--- src/rtl/bike_pkg.sv ---
// Shared wheel-size constants, FSM state type and a BCD digit helper.
// Pure declarations; no clocked logic lives here.
package bike_pkg;

  typedef enum logic [1:0] {
    IDLE   = 2'd0,
    EDIT   = 2'd1,
    COMMIT = 2'd2
  } state_t;

  localparam logic [8:0]  WHEEL_DEFAULT_CM  = 9'd213;
  localparam logic [8:0]  WHEEL_MIN_CM      = 9'd100;
  localparam logic [8:0]  WHEEL_MAX_CM      = 9'd299;
  localparam logic [11:0] WHEEL_DEFAULT_BCD = 12'h213;

  // Single BCD digit increment that wraps 9 -> 0 without producing a carry.
  function automatic logic [3:0] bcd_inc(input logic [3:0] d);
    return (d >= 4'd9) ? 4'd0 : d + 4'd1;
  endfunction

endpackage

--- src/rtl/wheelsize_bcd2bin.sv ---
// Combinational 3-digit BCD to binary converter, zero latency.
// Output is 10 bits so that any edited value up to 999 can be range-checked.
module wheelsize_bcd2bin (
  input  logic [11:0] i_bcd,
  output logic [9:0]  o_bin
);

  logic [9:0] w_hund;
  logic [9:0] w_tens;
  logic [9:0] w_unit;

  assign w_hund = {6'd0, i_bcd[11:8]};
  assign w_tens = {6'd0, i_bcd[7:4]};
  assign w_unit = {6'd0, i_bcd[3:0]};
  assign o_bin  = (w_hund * 10'd100) + (w_tens * 10'd10) + w_unit;

endmodule

--- src/rtl/wheelsize_config.sv ---
// Wheel circumference menu editor: per-digit BCD edit, range-checked commit.
// Status pulses one cycle after COMMIT; wheelsize_bin trails wheelsize_bcd by one cycle.
module wheelsize_config
  import bike_pkg::*;
(
  input  logic        Clock,
  input  logic        nReset,
  input  logic        wheelsize_menu,
  input  logic        wheelsize_digit_change,
  input  logic        wheelsize_value_change,
  output logic [11:0] edit_bcd,
  output logic [1:0]  digit_sel,
  output logic [11:0] wheelsize_bcd,
  output logic [8:0]  wheelsize_bin,
  output logic        commit_ok,
  output logic        range_err
);

  state_t      r_state;
  logic        r_menu_d;
  logic [11:0] r_edit_bcd;
  logic [1:0]  r_digit_sel;
  logic [11:0] r_wheelsize_bcd;
  logic [8:0]  r_wheelsize_bin;
  logic        r_commit_ok;
  logic        r_range_err;

  logic        w_rise;
  logic        w_fall;
  logic [11:0] w_edit_next;
  logic [1:0]  w_sel_next;
  logic [11:0] w_conv_in;
  logic [9:0]  w_conv_bin;
  logic        w_in_range;

  assign w_rise = wheelsize_menu & ~r_menu_d;
  assign w_fall = ~wheelsize_menu & r_menu_d;

  // One converter serves both paths: the edit value during COMMIT, the committed value otherwise.
  assign w_conv_in  = (r_state == COMMIT) ? r_edit_bcd : r_wheelsize_bcd;
  assign w_in_range = (w_conv_bin >= {1'b0, WHEEL_MIN_CM}) && (w_conv_bin <= {1'b0, WHEEL_MAX_CM});

  wheelsize_bcd2bin u_bcd2bin (
    .i_bcd (w_conv_in),
    .o_bin (w_conv_bin)
  );

  always_comb begin
    w_edit_next = r_edit_bcd;
    w_sel_next  = r_digit_sel;
    if (wheelsize_value_change) begin
      case (r_digit_sel)
        2'd2:    w_edit_next[11:8] = bcd_inc(r_edit_bcd[11:8]);
        2'd1:    w_edit_next[7:4]  = bcd_inc(r_edit_bcd[7:4]);
        default: w_edit_next[3:0]  = bcd_inc(r_edit_bcd[3:0]);
      endcase
    end
    if (wheelsize_digit_change) begin
      w_sel_next = (r_digit_sel == 2'd0) ? 2'd2 : r_digit_sel - 2'd1;
    end
  end

  always_ff @(posedge Clock or negedge nReset) begin
    if (!nReset) begin
      r_state         <= IDLE;
      r_menu_d        <= 1'b0;
      r_edit_bcd      <= WHEEL_DEFAULT_BCD;
      r_digit_sel     <= 2'd2;
      r_wheelsize_bcd <= WHEEL_DEFAULT_BCD;
      r_wheelsize_bin <= WHEEL_DEFAULT_CM;
      r_commit_ok     <= 1'b0;
      r_range_err     <= 1'b0;
    end else begin
      r_menu_d    <= wheelsize_menu;
      r_commit_ok <= 1'b0;
      r_range_err <= 1'b0;
      if (r_state != COMMIT) begin
        r_wheelsize_bin <= w_conv_bin[8:0];
      end
      case (r_state)
        IDLE: begin
          if (w_rise) begin
            r_state     <= EDIT;
            r_edit_bcd  <= r_wheelsize_bcd;
            r_digit_sel <= 2'd2;
          end
        end
        EDIT: begin
          r_edit_bcd  <= w_edit_next;
          r_digit_sel <= w_sel_next;
          if (w_fall) begin
            r_state <= COMMIT;
          end
        end
        COMMIT: begin
          r_commit_ok <= w_in_range;
          r_range_err <= ~w_in_range;
          if (w_in_range) begin
            r_wheelsize_bcd <= r_edit_bcd;
          end
          // A re-open in this cycle reloads from the value the commit is about to leave behind.
          if (w_rise) begin
            r_state     <= EDIT;
            r_edit_bcd  <= w_in_range ? r_edit_bcd : r_wheelsize_bcd;
            r_digit_sel <= 2'd2;
          end else begin
            r_state <= IDLE;
          end
        end
        default: r_state <= IDLE;
      endcase
    end
  end

  assign edit_bcd      = r_edit_bcd;
  assign digit_sel     = r_digit_sel;
  assign wheelsize_bcd = r_wheelsize_bcd;
  assign wheelsize_bin = r_wheelsize_bin;
  assign commit_ok     = r_commit_ok;
  assign range_err     = r_range_err;

endmodule

--- config.mk ---
export PLATFORM = sky130hd
export DESIGN_NAME = wheelsize_config
export DESIGN_NICKNAME = d
export VERILOG_FILES = /design/src/rtl/bike_pkg.sv /design/src/rtl/wheelsize_bcd2bin.sv /design/src/rtl/wheelsize_config.sv
export SDC_FILE = /design/constraint.sdc
export NUM_CORES = 1
export LEC_CHECK = 0
export CORE_AREA = 10 10 103 105
export DETAILED_ROUTE_END_ITERATION = 10
export DIE_AREA = 0 0 113 115
export GPL_TIMING_DRIVEN = 0
export PLACE_DENSITY = 0.61
export SYNTH_ARGS = -nofsm -noshare
export SYNTH_HDL_FRONTEND = slang
export SYNTH_SLANG_ARGS = --single-unit
--- constraint.sdc ---
create_clock -name Clock -period 9.75 [get_ports Clock]
set_input_delay 1.4625 -clock Clock [delete_from_list [all_inputs] [get_ports Clock]]
set_output_delay 1.4625 -clock Clock [all_outputs]
set_load 0.01 [all_outputs]
==> metrics.txt <==
Design Power=approximately 1.4 mW; RSZ-0062 raised after global routing=false; max-slew violation count=0; HP Class=flop to flop; Worst path max stage delay=around 0.53 ns; Yosys top cell area share=19.26%; top cells by count, synth=ha_1, inv_1, o21ai_0; fin cells=522; ANT nets after route=0; CP Data Arrival Time=6.11 ns; CP most frequent cell=ha_1; initial DRC count=146; routed length per instance=approximately 16 µm; worst path bufs/invs=8; Power Dens Cells=roughly 340 mW/mm²; fin util=roughly 48%; PostCTS Resize Cnt=0; die area=0.01300 mm²; power share of the clock group=11.8%; CTS tree=built; # hold bufs at CTS=0; gr ovfl total=0; syn_nets=slightly above 400; Setup Crit Path Kind=flop to flop; Least-Margin Pin Slew=0.6530 ns; Min-Delay Path Depth=2; Clock Tree Buf Depth=2; asr flop ratio synth=100.0%; CTS buffer count=5; post-route design area=just over 0.004 mm²; TritonCTS sink count=40; core box area=0.008551 mm²; status=finished clean; cell depth of the worst setup path=22; Placed Cells incl. Taps=between 500 and 600; Clk pin slew, worst setup/hold paths=~0.08 ns; clk_lat worst skew=0.30 ns; Reg2Reg Depth=22; top_reg_cell synth=dfrtp_1; routed wire length=between 8000 and 9000 µm; worst-path cell with the longest stage delay=a211oi_1; first-pass GRT wire length=14,380 µm; layout cell share with drive strength beyond 1=about an eighth; root buffer cell=clkbuf_8; DP HPWL=6609 µm; largest fanout on the critical path=10; die width=113 µm; final period utilization=60.72%; Cell Int Power=between 0.7 and 0.8 mW; final RePlAce weighted congestion=0.8163; Setup Skew=0.01244 ns; DP Area=between 0.003 and 0.004 mm²; Comb pwr share=65.9%; Mapped Cells=364; register area share after synthesis=30.15%; setup TNS=0 ns; final worst slack=3.829 ns; syn avg cell area=between 9 and 10 µm²; largest area contributor in the netlist=dfrtp_1; sequential power share=22.3%; main area contributors after synthesis=dfrtp_1, ha_1, dfstp_2; Ys Warns=0; Yosys reg bits=40; P&R area growth vs syn=20.52%; largest net degree at the start of global routing=32; Distinct cells, synth=54; Sw Ratio=about 47%; Max Cap Violations=0; row cnt=34; Die Y=115 µm; vias in the first global route=around 2,900; drt pass-1 iters=4; number of port buffers=41; maximum vdd drop=0.1184 mV; DRC=0; most frequent cell after synthesis=ha_1; post-synthesis cell area=0.003378 mm²; hold_ws=0.4872 ns; ant diodes=0; Worst EP required=9.93 ns; Fin. Hold Viols=0; routed via count=2,803; Post-CTS Setup Inserts=0; FMAX=168.9 MHz; element type at the critical path end=flop; total global-route track usage=13.21%; Psw=around 0.65 mW; Setup-failing EPs final=0; Final nets=463; H-tree depth=2; Startpoint Class=flop; EDFF count, synth=0; leakage power=1.784 nW; DP Worst Slack=3.804 ns; Via density=5.370; crit path cell chain=inv_1 -> ha_1 -> clkbuf_1 -> clkbuf_1 -> mux2i_1 -> inv_1 -> ha_1 -> ha_1 -> inv_1 -> fa_1 -> inv_1 -> ha_1 -> ha_1 -> or3b_2 -> nand3_1 -> a211oi_1 -> a31oi_1 -> a211oi_2 -> and2_1 -> buf_6 -> buf_12 -> mux2_4; # IOs=42; Max-slew headroom=56.21%; post-route minimum period=5.921 ns; initial antenna violation count=0; Initial Util=39.51%; CP top delay family=adder cells
-- worst min-delay path, stage by stage (launching register included) --
cell	delay, ns
dfrtp_1	0.35
nand2_1	0.05
o21ai_0	0.06
-- worst paths after layout --
| check | end | startpoint | slack (ns) |
|---|---|---|---|
| worst max-delay path | wheelsize_bcd[3]$_DFFE_PN0P_ | r_state[0]$_DFFE_PN0P_ | 3.83 |
| worst min-delay path | wheelsize_bin[8]$_DFFE_PN0N_ | wheelsize_bin[8]$_DFFE_PN0N_ | 0.49 |
| worst max register to register | wheelsize_bcd[3]$_DFFE_PN0P_ | r_state[0]$_DFFE_PN0P_ | 3.83 |
| worst min register to register | wheelsize_bin[8]$_DFFE_PN0N_ | wheelsize_bin[8]$_DFFE_PN0N_ | 0.49 |
| max in group asynchronous | edit_bcd[9]$_DFFE_PN1P_ | nReset | 8.21 |
| min in group asynchronous | range_err$_DFF_PN0_ | nReset | 1.01 |
-- registers in the layout (all words and copies together) (netlist names) --
| signal | flops |
|---|---|
| edit_bcd | 12 |
| wheelsize_bcd | 12 |
| wheelsize_bin | 9 |
| digit_sel | 2 |
| r_state | 2 |
| commit_ok | 1 |
| r_menu_d | 1 |
| range_err | 1 |
-- cells in the final DEF (no fill, tap or decap), types with 14 or more instances in the layout --
cell type / n
inv_1: 33
o21ai_0: 28
nor2_1: 24
nand3_1: 17
clkdlybuf4s50_1: 40
a21oi_1: 21
dfstp_2: 14
nand2_1: 22
ha_1: 40
dfrtp_1: 26
-- kinds of logic (layout without fill, tap and decap cells) --
kind of cell / after synthesis / in the layout / share of synthesized area, %
flip-flops: 40 / 40 / 30.15
buffers and inverters: 49 / 99 / 6.185
AO/OA/AOI/OAI: 92 / 92 / 18.26
AND/OR/NAND/NOR: 98 / 98 / 14.48
multiplexers: 27 / 27 / 9.778
adder cells (fa/ha/maj): 45 / 45 / 17.78
XOR/XNOR: 13 / 13 / 3.370
-- final cells by class --
type / instances / area (µm²)
tap: 108 / 135.1
buffer: 15 / 81.33
inverter: 34 / 127.6
clock buffer: 6 / 72.57
sequential: 40 / 1018
multi-input combinational: 275 / 2151
clock inverter: 2 / 60.06
fill: 832 / 4479
timing repair buffer: 42 / 425.4
-- power groups by stage --
stage	logic, mW	registers [mW]	clock network (mW)
detailed placement	0.914	0.312	0
finish	0.914	0.309	0.164
CTS	0.918	0.309	0.170
global placement	0.897	0.310	0
global route	1.03	0.321	0.177
floorplan	0.611	0.316	0
-- per-layer routing --
metal / GRT usage (%) / vias to the layer above / wire length, µm
li1: - / 1399 / -
met1: 17.42 / 1333 / 4024
met2: 21.27 / 62 / 3972
met3: 2.448 / 9 / 353
met4: 4.399 / 0 / 136
met5: 0 / - / 0
No activity file was read; power rests on OpenSTA's default activity.
